--- src/rtl/ex_mult_div_unit.sv ---
// Iterative 32-bit multiply/divide unit with HI/LO registers for the EX stage.
// Define MULT_DIV_FAST_MUL_EN to replace the shift-add multiply with a single-cycle product.
module ex_mult_div_unit #(
   parameter int unsigned WIDTH     = 32,
   parameter int unsigned CNT_WIDTH = 6
) (
   input  logic             i_clk,
   input  logic             i_rst_n,
   input  logic             i_start,
   input  logic [2:0]       i_op,
   input  logic [WIDTH-1:0] i_operand_a,
   input  logic [WIDTH-1:0] i_operand_b,
   input  logic             i_flush,
   input  logic             i_mf_req,
   output logic [WIDTH-1:0] o_hi,
   output logic [WIDTH-1:0] o_lo,
   output logic             o_busy,
   output logic             o_done,
   output logic             o_stall_req
);

   localparam logic [2:0] OpMult  = 3'd0;
   localparam logic [2:0] OpMultu = 3'd1;
   localparam logic [2:0] OpDiv   = 3'd2;
   localparam logic [2:0] OpDivu  = 3'd3;
   localparam logic [2:0] OpMthi  = 3'd4;
   localparam logic [2:0] OpMtlo  = 3'd5;

   typedef enum logic [1:0] {StIdle, StMul, StDiv, StFix} state_t;

   state_t                 r_state;
   logic [CNT_WIDTH-1:0]   r_cnt;
   logic [2*WIDTH-1:0]     r_acc;
   logic [WIDTH-1:0]       r_mcand;
   logic                   r_neg_q;
   logic                   r_neg_r;
   logic                   r_is_div;
   logic                   r_div0;
   logic [WIDTH-1:0]       r_hi;
   logic [WIDTH-1:0]       r_lo;
   logic                   r_done;

   logic                   w_signed;
   logic                   w_a_neg;
   logic                   w_b_neg;
   logic [WIDTH-1:0]       w_mag_a;
   logic [WIDTH-1:0]       w_mag_b;
   logic [WIDTH:0]         w_sum;
   logic [WIDTH:0]         w_rem_sh;
   logic [WIDTH:0]         w_diff;
   logic                   w_q_bit;
   logic [WIDTH-1:0]       w_rem_nx;
   logic [2*WIDTH-1:0]     w_prod;
   logic [WIDTH-1:0]       w_quo;
   logic [WIDTH-1:0]       w_rem;
   logic                   w_last;

   always_comb begin
      w_signed = (i_op == OpMult) || (i_op == OpDiv);
      w_a_neg  = w_signed & i_operand_a[WIDTH-1];
      w_b_neg  = w_signed & i_operand_b[WIDTH-1];
      w_mag_a  = w_a_neg ? -i_operand_a : i_operand_a;
      w_mag_b  = w_b_neg ? -i_operand_b : i_operand_b;
      // Multiply: {hi,lo} holds partial product above the unconsumed multiplier bits.
      w_sum    = {1'b0, r_acc[2*WIDTH-1:WIDTH]} + (r_acc[0] ? {1'b0, r_mcand} : '0);
      // Divide: {rem,dividend} shifts left; quotient bits fill in from the bottom.
      w_rem_sh = {r_acc[2*WIDTH-1:WIDTH], r_acc[WIDTH-1]};
      w_diff   = w_rem_sh - {1'b0, r_mcand};
      w_q_bit  = ~w_diff[WIDTH];
      w_rem_nx = w_q_bit ? w_diff[WIDTH-1:0] : w_rem_sh[WIDTH-1:0];
      w_prod   = r_neg_q ? -r_acc : r_acc;
      w_quo    = r_neg_q ? -r_acc[WIDTH-1:0] : r_acc[WIDTH-1:0];
      w_rem    = r_neg_r ? -r_acc[2*WIDTH-1:WIDTH] : r_acc[2*WIDTH-1:WIDTH];
      w_last   = (r_cnt == CNT_WIDTH'(WIDTH - 1));
   end

`ifdef MULT_DIV_FAST_MUL_EN
   logic [2*WIDTH-1:0] w_fast_prod;
   assign w_fast_prod = {{WIDTH{1'b0}}, w_mag_a} * {{WIDTH{1'b0}}, w_mag_b};
`endif

   always_ff @(posedge i_clk or negedge i_rst_n) begin
      if (!i_rst_n) begin
         r_state  <= StIdle;
         r_cnt    <= '0;
         r_acc    <= '0;
         r_mcand  <= '0;
         r_neg_q  <= 1'b0;
         r_neg_r  <= 1'b0;
         r_is_div <= 1'b0;
         r_div0   <= 1'b0;
         r_hi     <= '0;
         r_lo     <= '0;
         r_done   <= 1'b0;
      end else begin
         r_done <= 1'b0;
         case (r_state)
            StIdle: begin
               if (i_start && !i_flush) begin
                  case (i_op)
                     OpMult, OpMultu: begin
                        r_neg_q  <= w_a_neg ^ w_b_neg;
                        r_is_div <= 1'b0;
                        r_div0   <= 1'b0;
                        r_cnt    <= '0;
`ifdef MULT_DIV_FAST_MUL_EN
                        r_acc    <= w_fast_prod;
                        r_state  <= StFix;
`else
                        r_acc    <= {{WIDTH{1'b0}}, w_mag_b};
                        r_mcand  <= w_mag_a;
                        r_state  <= StMul;
`endif
                     end
                     OpDiv, OpDivu: begin
                        r_neg_q  <= w_a_neg ^ w_b_neg;
                        r_neg_r  <= w_a_neg;
                        r_is_div <= 1'b1;
                        r_cnt    <= '0;
                        r_mcand  <= w_mag_b;
                        if (i_operand_b == '0) begin
                           // Raw dividend parked in the low half so FIX can copy it to HI.
                           r_div0  <= 1'b1;
                           r_acc   <= {{WIDTH{1'b0}}, i_operand_a};
                           r_state <= StFix;
                        end else begin
                           r_div0  <= 1'b0;
                           r_acc   <= {{WIDTH{1'b0}}, w_mag_a};
                           r_state <= StDiv;
                        end
                     end
                     OpMthi:  r_hi <= i_operand_a;
                     OpMtlo:  r_lo <= i_operand_a;
                     default: ;
                  endcase
               end
            end
            StMul: begin
               if (i_flush) begin
                  r_state <= StIdle;
               end else begin
                  r_acc <= {w_sum, r_acc[WIDTH-1:1]};
                  if (w_last) r_state <= StFix;
                  else        r_cnt   <= r_cnt + CNT_WIDTH'(1);
               end
            end
            StDiv: begin
               if (i_flush) begin
                  r_state <= StIdle;
               end else begin
                  r_acc <= {w_rem_nx, r_acc[WIDTH-2:0], w_q_bit};
                  if (w_last) r_state <= StFix;
                  else        r_cnt   <= r_cnt + CNT_WIDTH'(1);
               end
            end
            StFix: begin
               r_state <= StIdle;
               if (!i_flush) begin
                  r_done <= 1'b1;
                  if (!r_is_div) begin
                     {r_hi, r_lo} <= w_prod;
                  end else if (r_div0) begin
                     r_lo <= '1;
                     r_hi <= r_acc[WIDTH-1:0];
                  end else begin
                     r_lo <= w_quo;
                     r_hi <= w_rem;
                  end
               end
            end
            default: r_state <= StIdle;
         endcase
      end
   end

   assign o_hi        = r_hi;
   assign o_lo        = r_lo;
   assign o_busy      = (r_state != StIdle);
   assign o_done      = r_done;
   assign o_stall_req = o_busy & (i_start | i_mf_req);

endmodule

--- config.mk ---
export PLATFORM = sky130hd
export DESIGN_NAME = ex_mult_div_unit
export DESIGN_NICKNAME = d
export VERILOG_FILES = /design/src/rtl/ex_mult_div_unit.sv
export SDC_FILE = /design/constraint.sdc
export NUM_CORES = 1
export LEC_CHECK = 0
export CORE_ASPECT_RATIO = 0.7
export CORE_MARGIN = 3
export CORE_UTILIZATION = 40
export CTS_CLUSTER_DIAMETER = 40
export DETAILED_ROUTE_END_ITERATION = 7
export SLEW_MARGIN = 20
export SYNTH_ARGS = -nofsm -noshare
export SYNTH_HDL_FRONTEND = slang
export SYNTH_SLANG_ARGS = --single-unit
--- constraint.sdc ---
create_clock -name i_clk -period 4.2 [get_ports i_clk]
set_input_delay 0.63 -clock i_clk [delete_from_list [all_inputs] [get_ports i_clk]]
set_output_delay 0.63 -clock i_clk [all_outputs]
set_load 0.02 [all_outputs]
# Word-level counts from Yosys, hierarchy flattened
# Index checks and enable logic that the tools add are counted.
dict set report word_totals {
  ramBits 0
  mem_count 0
  mem_bits_ro 0
  latchBits 0
  register_bits 173
  out_inout_bits 67
}
dict set report op_classes {
  magnitude_cmp 0
  eq_ne 20
  n_reduce_logical 23
  multipliers 0
  bitwise 6
  shift 0
  n_div 0
  muxes 42
  add_sub_neg 8
}
# cell count
set ops {}
lappend ops {{$mux 32} 17}
lappend ops {{$mux 64} 4}
lappend ops {{$pmux 32 s2} 3}
lappend ops {{$pmux 64 s3} 1}
lappend ops {{$neg 32->32} 4}
lappend ops {{$pmux 64 s2} 1}
lappend ops {{$neg 64->64} 1}
lappend ops {{$add 32x32->33} 1}
lappend ops {{$sub 33x32->33} 1}
lappend ops {{$logic_not 32->1} 1}
lappend ops {{$mux 6} 4}
lappend ops {{$ne 2x2->1 const B} 7}
lappend ops {{$pmux 6 s2} 1}
lappend ops {{$reduce_and 3->1} 4}
lappend ops {{$reduce_and 5->1} 2}
lappend ops {{$reduce_and 4->1} 2}
lappend ops {{$reduce_bool 2->1} 4}
lappend ops {{$add 6x1->6 const B} 1}
lappend ops {{$eq 3x2->1 const B} 2}
lappend ops {{$eq 3x3->1 const B} 2}
lappend ops {{$eq 6x5->1 const B} 1}
lappend ops {{$mux 2} 3}
lappend ops {{$ne 3x1->1 const B} 2}
lappend ops {{$pmux 2 s3} 1}
lappend ops {{other kinds (19)} 29}

# Longest topological paths before layout
# Gate-level depths: netlist (run 1).
dict set report depth {
  depth_word 8
  mapped_depth 17
  ltp_nobuf 15
}

# Worst setup path before layout (run 1)
# No wires, ideal clock.
dict set report synth_path {
  kind {register to register}
  startpoint {register r_acc[31]}
  endpoint {register r_acc[55]}
  required_time_ps 4067
  path_slack_ps 737
  n_path_buf 2
  t_arrival_ps 3330
  setup_ps 133
  stages_incl_launch_ff 17
  synth_period_minus_slack_ps 3463
  cell_sequence {dfrtp_1 clkbuf_1 inv_1 ha_1 fa_1 nor2b_1 o21ai_0 a21oi_1 o41ai_2 o31a_1 o21a_1 a2bb2oi_1 nand2_1 buf_2 mux2_2 a221oi_1 a21oi_1}
}
dict set report synth_between {
  elab_chain_cells 4
}
# item line
set synth_rtl {}
lappend synth_rtl {{start, declared} 33} ;# logic [2*WIDTH-1:0] r_acc;
lappend synth_rtl {{start signal, assigned} 110} ;# r_acc <= {{WIDTH{1'b0}}, w_mag_b};
lappend synth_rtl {{start signal, assigned} 124} ;# r_acc <= {{WIDTH{1'b0}}, i_operand_a};
lappend synth_rtl {{start signal, assigned} 128} ;# r_acc <= {{WIDTH{1'b0}}, w_mag_a};
lappend synth_rtl {{$sub 33x32->33} 68} ;# w_diff = w_rem_sh - {1'b0, r_mcand};
lappend synth_rtl {{$mux 32} 70} ;# w_rem_nx = w_q_bit ? w_diff[WIDTH-1:0] : w_rem_sh[WIDTH-1:0];
lappend synth_rtl {{$mux 64} 148} ;# if (i_flush) begin
lappend synth_rtl {{$pmux 64 s3} 97} ;# case (r_state)
# Every way passes these cells. The select of a mux whose other input is x is not followed.
# A chain may end at the register's enable or synchronous reset.

# Final worst setup path (run 1)
dict set report layout_path {
  startpoint {register r_acc[5]}
  endpoint {register r_hi[13], in the netlist o_hi[13]}
}
dict set report layout_between {
  elab_chain_cells 5
}
# item line
set layout_rtl {}
lappend layout_rtl {{$neg 64->64} 71} ;# w_prod = r_neg_q ? -r_acc : r_acc;
lappend layout_rtl {{$mux 64} 71}
lappend layout_rtl {{$mux 32} 160} ;# if (!r_is_div) begin
lappend layout_rtl {{$mux 32} 158} ;# if (!i_flush) begin
lappend layout_rtl {{$pmux 32 s2} 97}
lappend layout_rtl {{end signal, assigned} 161} ;# {r_hi, r_lo} <= w_prod;
lappend layout_rtl {{end signal, assigned} 164} ;# r_hi <= r_acc[WIDTH-1:0];
lappend layout_rtl {{end signal, assigned} 167} ;# r_hi <= w_rem;
lappend layout_rtl {{end, declared} 39} ;# logic [WIDTH-1:0] r_hi;
# Every way passes these cells. The select of a mux whose other input is x is not followed.

==> results of run 1 <==
[flip-flops by register name, indices dropped and copies added, names as in the netlist]
name	cells
r_acc	64
o_hi	32
o_lo	32
r_mcand	32
r_cnt	6
r_state	2
o_done	1
r_div0	1
r_is_div	1
r_neg_q	1
r_neg_r	1
[cells in the final DEF, fill, tap and decap left out, types with 24 or more instances in the layout]
master / synthesis / routed
nand2_1: 291 / 290
o21ai_0: 256 / 256
a21oi_1: 185 / 185
nor2_1: 175 / 175
dfrtp_1: 173 / 173
clkdlybuf4s50_1: 0 / 137
buf_4: 1 / 131
xnor2_1: 126 / 126
inv_1: 75 / 75
xor2_1: 72 / 72
ha_1: 73 / 72
nor3_1: 49 / 49
a22oi_1: 49 / 49
o22ai_1: 39 / 39
o211ai_1: 32 / 32
a21o_1: 31 / 31
nand3_1: 31 / 30
o31ai_1: 24 / 24
[cell type report]
| type | instances | area [sq um] |
|---|---|---|
| Timing Repair Buffer | 271 | 2410 |
| Tap cell | 527 | 659 |
| Sequential cell | 173 | 4330 |
| Clock inverter | 15 | 174 |
| Clock buffer | 17 | 425 |
| Multi-Input combinational cell | 1762 | 10900 |
| Inverter | 77 | 289 |
| Fill cell | 3891 | 19900 |
[path summary, 6_finish.rpt]
check                                          start                 endpoint  slack (ns)  cells after the start
worst max register to register  r_acc[5]$_DFFE_PN0P_     o_hi[13]$_DFFE_PN0P_        0.32                     11
min in group i_clk              o_hi[16]$_DFFE_PN0P_     o_hi[16]$_DFFE_PN0P_        0.48                      2
worst min register to register  o_hi[16]$_DFFE_PN0P_     o_hi[16]$_DFFE_PN0P_        0.48                      2
max in group asynchronous                    i_rst_n  r_mcand[25]$_DFFE_PN0P_        2.89                      2
worst min-delay path                         i_rst_n    r_acc[37]$_DFFE_PN0P_        0.23                      1
worst max-delay path            r_acc[5]$_DFFE_PN0P_     o_hi[13]$_DFFE_PN0P_        0.32                     11
[metal layers]
metal	wire length (microns)	share of wire	track usage	vias to the layer above
met1	32900	0.46	0.494	8496
met3	9530	0.13	0.125	125
met5	12	0.00017	0	-
met2	28300	0.39	0.449	993
met4	1500	0.021	0.0752	2
li1	-	-	-	8037
[logic make-up after synthesis]
| logic type | count (synthesis) | share of synthesized area |
|---|---|---|
| flip-flops | 173 | 0.269 |
| buffers and inverters | 239 | 0.0581 |
| AND/OR/NAND/NOR | 699 | 0.199 |
| multiplexers | 33 | 0.0216 |
| AO/OA/AOI/OAI | 757 | 0.286 |
| XOR/XNOR | 198 | 0.108 |
| adder cells (fa/ha/maj) | 75 | 0.0591 |
[where the power goes]
part / internal [uW] / switching, uW
registers: 2380 / 805
logic: 3900 / 6710
clock network: 852 / 851
[through the flow]
step           power, uW  std cells  setup WS, ns   util  area, sq um
5_1_grt            16500       2842         0.159  0.491        19200
3_5_place_dp       13500       2810         0.141  0.475        18600
3_3_place_gp       13400       2810         0.197  0.475        18600
6_report           15500       2842         0.323  0.491        19200
4_1_cts            15200       2842         0.122  0.490        19200
2_1_floorplan       9590       2174         0.737      -        16100
==> metrics.txt, run 1 <==
crit path buf inv count 0; # IOs 139; Mapped Cells 2174; clk_lat worst skew approximately 0.47 ns; Seq/Total Area, Yosys 0.269; Detail Route Antenna Nets 0; Setup Viol. Count Final 0; VDD IR max a little over 500 uV; Initial Utilization 0.412; largest net degree at the start of global routing 84; Clk pin slew, worst setup/hold paths 0.08 ns; DR pass1 iterations 6; Worst Clk Skew about 0.018 ns; largest area contributor in the netlist dfrtp_1; HP Class input pin to asynchronous set/reset pin; min cycle time layout between 3 and 4 ns; most frequent CP cell nand2_1; FP Rows 60; CP top delay family simple AND/OR/NAND/NOR gates; core footprint between 0.03 and 0.04 sq mm; share of layout cells above drive strength 1 0.0929; Initial DRC Count 2233; main area contributors after synthesis dfrtp_1 27%, o21ai_0 7.9%, xnor2_1 6.8%, nand2_1 6.8%, a21oi_1 5.7%; final worst-path cycle share 0.923; Crit-path slowest cell nor4_2; Die ar. about 0.043 sq mm; outcome finished clean; Static Leak 0.00812 uW; Synth top area share 0.269; P per Cell Area slightly above 800 mW/mm^2; total track usage 0.332; hold buffer count at cts 0; unrepaired setup endpoints after global routing no; CP peak stage delay 0.69 ns; main flop type after synthesis dfrtp_1; worst slew pin tran 0.965 ns; # port buffers roughly 140; Die Ht 174 microns; Worst Setup End Kind register; Synth Area per Inst between 7 and 8 sq um; Slew headroom 0.355; final wirelength 72200 microns; diodes inserted 0; post-cts resize count 0; ys async rst share 1.00; Setup crit start kind register; critical path cell sequence nor4_2, nand2_1, or4_4, nand2b_4, nor2_2, nand2_1, nand2_1, xor2_1, o21ai_0, mux2i_1, o21ai_0; final hold slack 0.228 ns; max-slew violations 0; vias in the first global route 16600; grt total ovfl 0; total CTS buffers 17; clk sinks 173; NumNets Final 2449; first-pass GRT wire length 108000 microns; Synth Register Bits 173; CTS tree built; arrival time worst endpoint roughly 4.2 ns; count leader, synth nand2_1; post-CTS setup buffer count 0; post-synthesis cell type count 85; Worst EP required 4.52 ns; initial antenna violation count 3; dpl hpwl around 56000 microns; Clock Tree Buf Depth 2; Die Width 246 microns; Achievable Freq 258 MHz; Crit Path Max Fanout 12; Setup CP Type register to register; Syn Std Cell Area approximately 0.016 sq mm; Post-synth top cells 291 x nand2_1, 256 x o21ai_0, 185 x a21oi_1; Vias/cell between 6 and 7; H-Tree Level Count 4; clk root buf clkbuf_16; gpl congestion 1.04; Final Hold Fails 0; Area Overhead vs Synth 19.1%; MaxCap Viol Count 0; Yosys warning total 0; Post-synth EDFFs 0; drt wl/cell approximately 25 microns; syn nets around 2300; DRC viols 0; DR vias roughly 18000; setup_tns 0 ns
(Power assumes the default switching activity.)
==> run 2, diff against run 1 <==
--- a/config.mk
+++ b/config.mk
@@ -10,6 +10,7 @@
 export CORE_UTILIZATION = 40
 export CTS_CLUSTER_DIAMETER = 40
 export DETAILED_ROUTE_END_ITERATION = 7
+export PLACE_DENSITY = 0.55
 export SLEW_MARGIN = 20
 export SYNTH_ARGS = -nofsm -noshare
 export SYNTH_HDL_FRONTEND = slang
==> run 2 against run 1 <==
Effect of this change:
- wire length grew 0.37%
- count of clock-buffer cells in the layout unchanged
- clock skew rose by 0.0037 ns
- largest power group unchanged
- clock power about the same
- final area down 0.12%
- fmax decreased by 3.8%
- register-to-register slack got worse by 0.16 ns
- non-clock buffer count down 5
- flip-flop and latch count unchanged
- worst hold slack worse by 0.11 ns
==> metrics.txt, run 2 (same netlist as run 1, synthesis figures left out) <==
outcome finished clean; Die Ht 174 microns (unchanged); Detail Route Antenna Nets 0 (unchanged); MaxCap Viol Count 0 (unchanged); unrepaired setup endpoints after global routing no; initial antenna violation count 0 (-3); total track usage 0.332 (-0.000647); Die Width 246 microns (unchanged); Worst Setup End Kind register; FP Rows 60 (unchanged); arrival time worst endpoint 4.42 ns (+0.22 ns); Overall Power 15400 uW (-0.59%); Clk pin slew, worst setup/hold paths 0.08 ns (about the same); most frequent cells in the layout 291 x nand2_1, 256 x o21ai_0, 184 x a21oi_1; commonest non-fill, non-tap cell in the layout nand2_1; max-slew violations 0 (unchanged); worst slew pin tran 0.766 ns (-0.199 ns); DR vias 17700 (+0.068%); min cycle time layout 4.03 ns (+0.155 ns); first-pass GRT wire length 107000 microns (-0.97%); share of layout cells above drive strength 1 0.0918 (-0.00110); Clock Tree Buf Depth 2 (unchanged); Final Hold Fails 0 (unchanged); Area Overhead vs Synth 18.9%; cell area after layout 0.0192 sq mm (-0.12%); Worst EP required 4.59 ns (+0.07 ns); post-CTS setup buffer count 0 (unchanged); CTS tree built; post-cts resize count 0 (unchanged); final worst-path cycle share 0.960 (+0.0369); Setup Viol. Count Final 0 (unchanged); clk_lat worst skew 0.48 ns (about the same); P per Cell Area 804 mW/mm^2 (-0.47%); # port buffers 138 (unchanged); Achievable Freq 248 MHz (-3.8%); max reg flops 64 (unchanged); Static Leak 0.00810 uW (-0.16%); diodes inserted 0 (unchanged); clk sinks 173 (unchanged); DRC viols 0 (unchanged); total CTS buffers 17 (unchanged); Die ar. 0.0428 sq mm (unchanged); DR pass1 iterations 5 (-1); Top reg by flops r_acc; Vias/cell 6.23 (+0.24%); Initial DRC Count 2421 (+8.4%); DP Area 0.0186 sq mm (-0.12%); gpl congestion 1.05 (+0.82%); core footprint 0.0391 sq mm (unchanged); Crit Path Max Fanout 27 (+15); hold buffer count at cts 0 (unchanged); vias in the first global route 16300 (-2.3%); Setup CP Type register to register; Slew headroom 0.485 (+0.130); largest net degree at the start of global routing 76 (-9.5%); setup_tns 0 ns (unchanged); dpl hpwl 56200 microns (+0.14%); NumNets Final 2444 (-0.20%); clk root buf clkbuf_16; Worst Clk Skew 0.0216 ns (+0.00372 ns); final wirelength 72400 microns (+0.37%); Initial Utilization 0.412 (unchanged); H-Tree Level Count 4 (unchanged); Setup crit start kind register; drt wl/cell 25.5 microns (+0.55%); # IOs 139 (unchanged); grt total ovfl 0 (unchanged); HP Class input pin to asynchronous set/reset pin; VDD IR max 394 uV (-24%)
==> run 2: cell types whose count changed in the layout (fill, tap and decap cells not counted), moves of 2 or more <==
cell,previous run,this run
inv_6,4,2
buf_4,131,125
clkinvlp_4,3,1
clkinv_8,2,4
==> run 2: per-stage QoR <==
step	instances	worst slack [ns]	util	hold slack (ns)
2_1_floorplan	2174	0.737	-	0.334
3_3_place_gp	2805	0.0271	0.475	0.461
3_5_place_dp	2805	0.103	0.475	0.471
4_1_cts	2837	0.155	0.490	0.137
5_1_grt	2837	0.0252	0.490	0.150
6_report	2837	0.168	0.490	0.114
==> run 2: layer usage <==
layer / GRT usage / share of wire
met1: 0.513 / 0.47
met2: 0.443 / 0.39
met3: 0.0930 / 0.11
met4: 0.0853 / 0.025
met5: 0 / 0
==> run 2: power by group <==
part | switching (uW) | internal, uW | leakage, uW | total [uW]
Clock | 887 | 802 | 0.000289 | 1690
Sequential | 784 | 2380 | 0.00221 | 3160
Combinational | 6650 | 3910 | 0.00561 | 10600
==> run 2: area by class of cell <==
class / count / area, sq um
flip-flops and latches: 173 / 4330
inverters: 77 / 289
repair buffers: 266 / 2380
clock buffers: 17 / 425
fillers: 3925 / 19900
well taps: 527 / 659
clock inverters: 15 / 169
multi-input cells: 1762 / 10900
==> run 2: path summary, 6_finish.rpt <==
path | startpoint | to | slack [ns] | cells after the start
min in group i_clk | o_lo[30]$_DFFE_PN0P_ | o_lo[30]$_DFFE_PN0P_ | 0.49 | 2
max in group asynchronous | i_rst_n | r_acc[25]$_DFFE_PN0P_ | 3.16 | 2
hold / removal | i_rst_n | r_acc[39]$_DFFE_PN0P_ | 0.11 | 1
hold reg to reg | o_lo[30]$_DFFE_PN0P_ | o_lo[30]$_DFFE_PN0P_ | 0.49 | 2
setup reg to reg | r_acc[0]$_DFFE_PN0P_ | r_acc[56]$_DFFE_PN0P_ | 0.17 | 15
setup / recovery | r_acc[0]$_DFFE_PN0P_ | r_acc[56]$_DFFE_PN0P_ | 0.17 | 15
==> run 2: critical path, stage by stage, from the launching register on <==
cell,delay (ns)
dfrtp_1,0.50
clkinv_1,0.19
buf_12,0.20
nor2_1,0.14
ha_1,0.29
and4_1,0.28
a21bo_2,0.20
o31ai_1,0.12
nor4_1,0.48
o31a_1,0.35
nor2_1,0.12
a31oi_1,0.38
o31ai_1,0.16
xnor2_1,0.14
or3_1,0.30
o211ai_1,0.09
==> run 3, diff against run 2 <==
--- a/config.mk
+++ b/config.mk
@@ -5,12 +5,14 @@
 export SDC_FILE = /design/constraint.sdc
 export NUM_CORES = 1
 export LEC_CHECK = 0
+export CAP_MARGIN = 20
 export CORE_ASPECT_RATIO = 0.7
 export CORE_MARGIN = 3
 export CORE_UTILIZATION = 40
 export CTS_CLUSTER_DIAMETER = 40
 export DETAILED_ROUTE_END_ITERATION = 7
-export PLACE_DENSITY = 0.55
+export DONT_BUFFER_PORTS = 1
+export PLACE_DENSITY = 0.5
 export SLEW_MARGIN = 20
 export SYNTH_ARGS = -nofsm -noshare
 export SYNTH_HDL_FRONTEND = slang
==> run 3 against run 2 <==
Effect of this change:
- critical endpoint is now o_hi[26]$_DFFE_PN0P_
- final cell count down 6.5%
- worst hold slack worse by 0.27 ns
- first-iteration DRC count down 1.2%
- final area down 9.2%
- clock skew down 0.0038 ns
- global-route usage down 0.31 points
- non-clock buffer count down 184
- sequential share of layout area up 2.3 points
- critical path depth down 5
- die area unchanged
- register-to-register slack better by 0.02 ns
- combinational power down 10%
- the run now ends with hold timing left
==> metrics.txt, run 3 (same netlist as run 1, synthesis figures left out) <==
core footprint 0.0391 sq mm (unchanged); DRC viols 0 (unchanged); Die Width 246 microns (unchanged); clk root buf clkbuf_16; FP Rows 60 (unchanged); Detail Route Antenna Nets 0 (unchanged); Reg-to-Reg Start r_acc[24]$_DFFE_PN0P_; Setup Viol. Count Final 0 (unchanged); VDD IR max 376 uV (-4.5%); initial antenna violation count 7 (+7); Cells after DPL 2620 (-6.6%); CP peak stage delay 0.82 ns (+0.32 ns); Static Leak 0.00734 uW (-9.4%); Worst EP required 4.59 ns (about the same); # IOs 139 (unchanged); Critical R2R Capture o_hi[26]$_DFFE_PN0P_; Initial DRC Count 2391 (-1.2%); share of layout cells above drive strength 1 0.0767 (-0.0151); worst slew pin tran 0.825 ns (+0.0586 ns); largest net degree at the start of global routing 174 (+130%); final hold slack -0.153 ns (-0.267 ns); diodes inserted 0 (unchanged); commonest non-fill, non-tap cell in the layout nand2_1; DR vias 16900 (-4.3%); H-Tree Level Count 4 (unchanged); Worst Setup End Kind register; min cycle time layout 4.01 ns (-0.0184 ns); Area Overhead vs Synth 7.96%; setup_tns 0 ns (unchanged); Crit-path slowest cell or4_1; Achievable Freq 249 MHz (+0.46%); final wirelength 71700 microns (-1.1%); Slew headroom 0.448 (-0.0368); CP top delay family simple AND/OR/NAND/NOR gates; FF-to-FF path depth 10 (-5); worst slack at placement -0.262 ns (-0.364 ns); gpl congestion 0.975 (-6.9%); Clock Tree Buf Depth 2 (unchanged); dpl hpwl 54800 microns (-2.4%); Setup CP Type register to register; DR pass1 iterations 6 (+1); drt wl/cell 27.0 microns (+5.8%); # port buffers 0 (-100%); grt total ovfl 0 (unchanged); vias in the first global route 15600 (-4.0%); CTS tree built; outcome finished with violations; total CTS buffers 17 (unchanged); Setup crit start kind register; violated checks hold timing; Die Ht 174 microns (unchanged); Worst Clk Skew 0.0178 ns (-0.00384 ns); Final Hold Fails 173 (+173); NumNets Final 2260 (-7.5%); arrival time worst endpoint 4.40 ns (-0.02 ns); Clk pin slew, worst setup/hold paths 0.09 ns (about the same); total track usage 0.329 (-0.00307); P per Cell Area 844 mW/mm^2 (+5.0%); clk sinks 173 (unchanged); crit path buf inv count 1 (-1); Initial Utilization 0.412 (unchanged); clk_lat worst skew 0.47 ns (about the same); Crit Path Max Fanout 12 (-56%); worst setup margin 0.187 ns (+0.0184 ns); Top reg by flops r_acc; MaxCap Viol Count 0 (unchanged); max-slew violations 0 (unchanged); Vias/cell 6.37 (+2.4%); first-pass GRT wire length 106000 microns (-0.70%); HP Class input pin to asynchronous set/reset pin; final worst-path cycle share 0.956 (-0.00438); unrepaired setup endpoints after global routing no; r2r setup slk 0.19 ns (+0.02 ns); critical path cell sequence or4_1, or4_1, nor2_2, nand4_1, buf_4, o21ai_0, o22ai_1, nor3_1, a21oi_1, o21ai_0; max reg flops 64 (unchanged); Die ar. 0.0428 sq mm (unchanged); most frequent cells in the layout 291 x nand2_1, 256 x o21ai_0, 185 x a21oi_1; Non-Filler Instances 2653 (-6.5%)
## run 3: layout make-up
class                      count  area [sq um]
inverter                      77           289
clock buffer                  17           425
timing repair buffer          82           628
multi-input combinational   1762         10900
tap                          527           659
fill                        4082         21700
sequential                   173          4330
clock inverter                15           165
## run 3: how the worst max path moves through the flow
stage	startpoint	cells past startpoint	endpoint	slack (ns)
2_1_floorplan	r_acc[31]$_DFFE_PN0P_	16	r_acc[55]$_DFFE_PN0P_	0.74
3_3_place_gp	r_acc[24]$_DFFE_PN0P_	9	o_hi[16]$_DFFE_PN0P_	-0.27
3_5_place_dp	r_acc[24]$_DFFE_PN0P_	9	o_hi[16]$_DFFE_PN0P_	-0.26
4_1_cts	r_acc[0]$_DFFE_PN0P_	16	r_acc[61]$_DFFE_PN0P_	0.26
5_1_grt	r_acc[24]$_DFFE_PN0P_	10	o_hi[26]$_DFFE_PN0P_	0.05
6_report	r_acc[24]$_DFFE_PN0P_	10	o_hi[26]$_DFFE_PN0P_	0.19
## run 3: metal layers
layer	wire length, microns	part of all wire	global-route usage
met5	13	0.00018	0
met4	1480	0.021	0.0730
met2	27700	0.39	0.436
met1	33900	0.47	0.512
met3	8570	0.12	0.0965
## run 3: report_power, final
group | internal, uW | switching (uW) | leakage (uW)
combinational | 3320 | 6170 | 0.00484
clock | 802 | 876 | 0.000287
sequential | 2380 | 1150 | 0.00221
## run 3: stage by stage
| stage | util | area, sq um | total power (uW) |
|---|---|---|---|
| after detailed placement | 0.430 | 16800 | 12700 |
| after global placement | 0.430 | 16800 | 12700 |
| after global routing | 0.445 | 17400 | 15600 |
| final | 0.445 | 17400 | 14700 |
| after CTS | 0.445 | 17400 | 14400 |
| after floorplan | - | 16100 | 9590 |
## run 3: timing repair
item                                   CTS  global route
setup endpoints to repair                1             1
endpoints found under the hold margin  173           173
gates resized for setup                  0             1
pin swaps                                1             0
setup buffers                            1             0
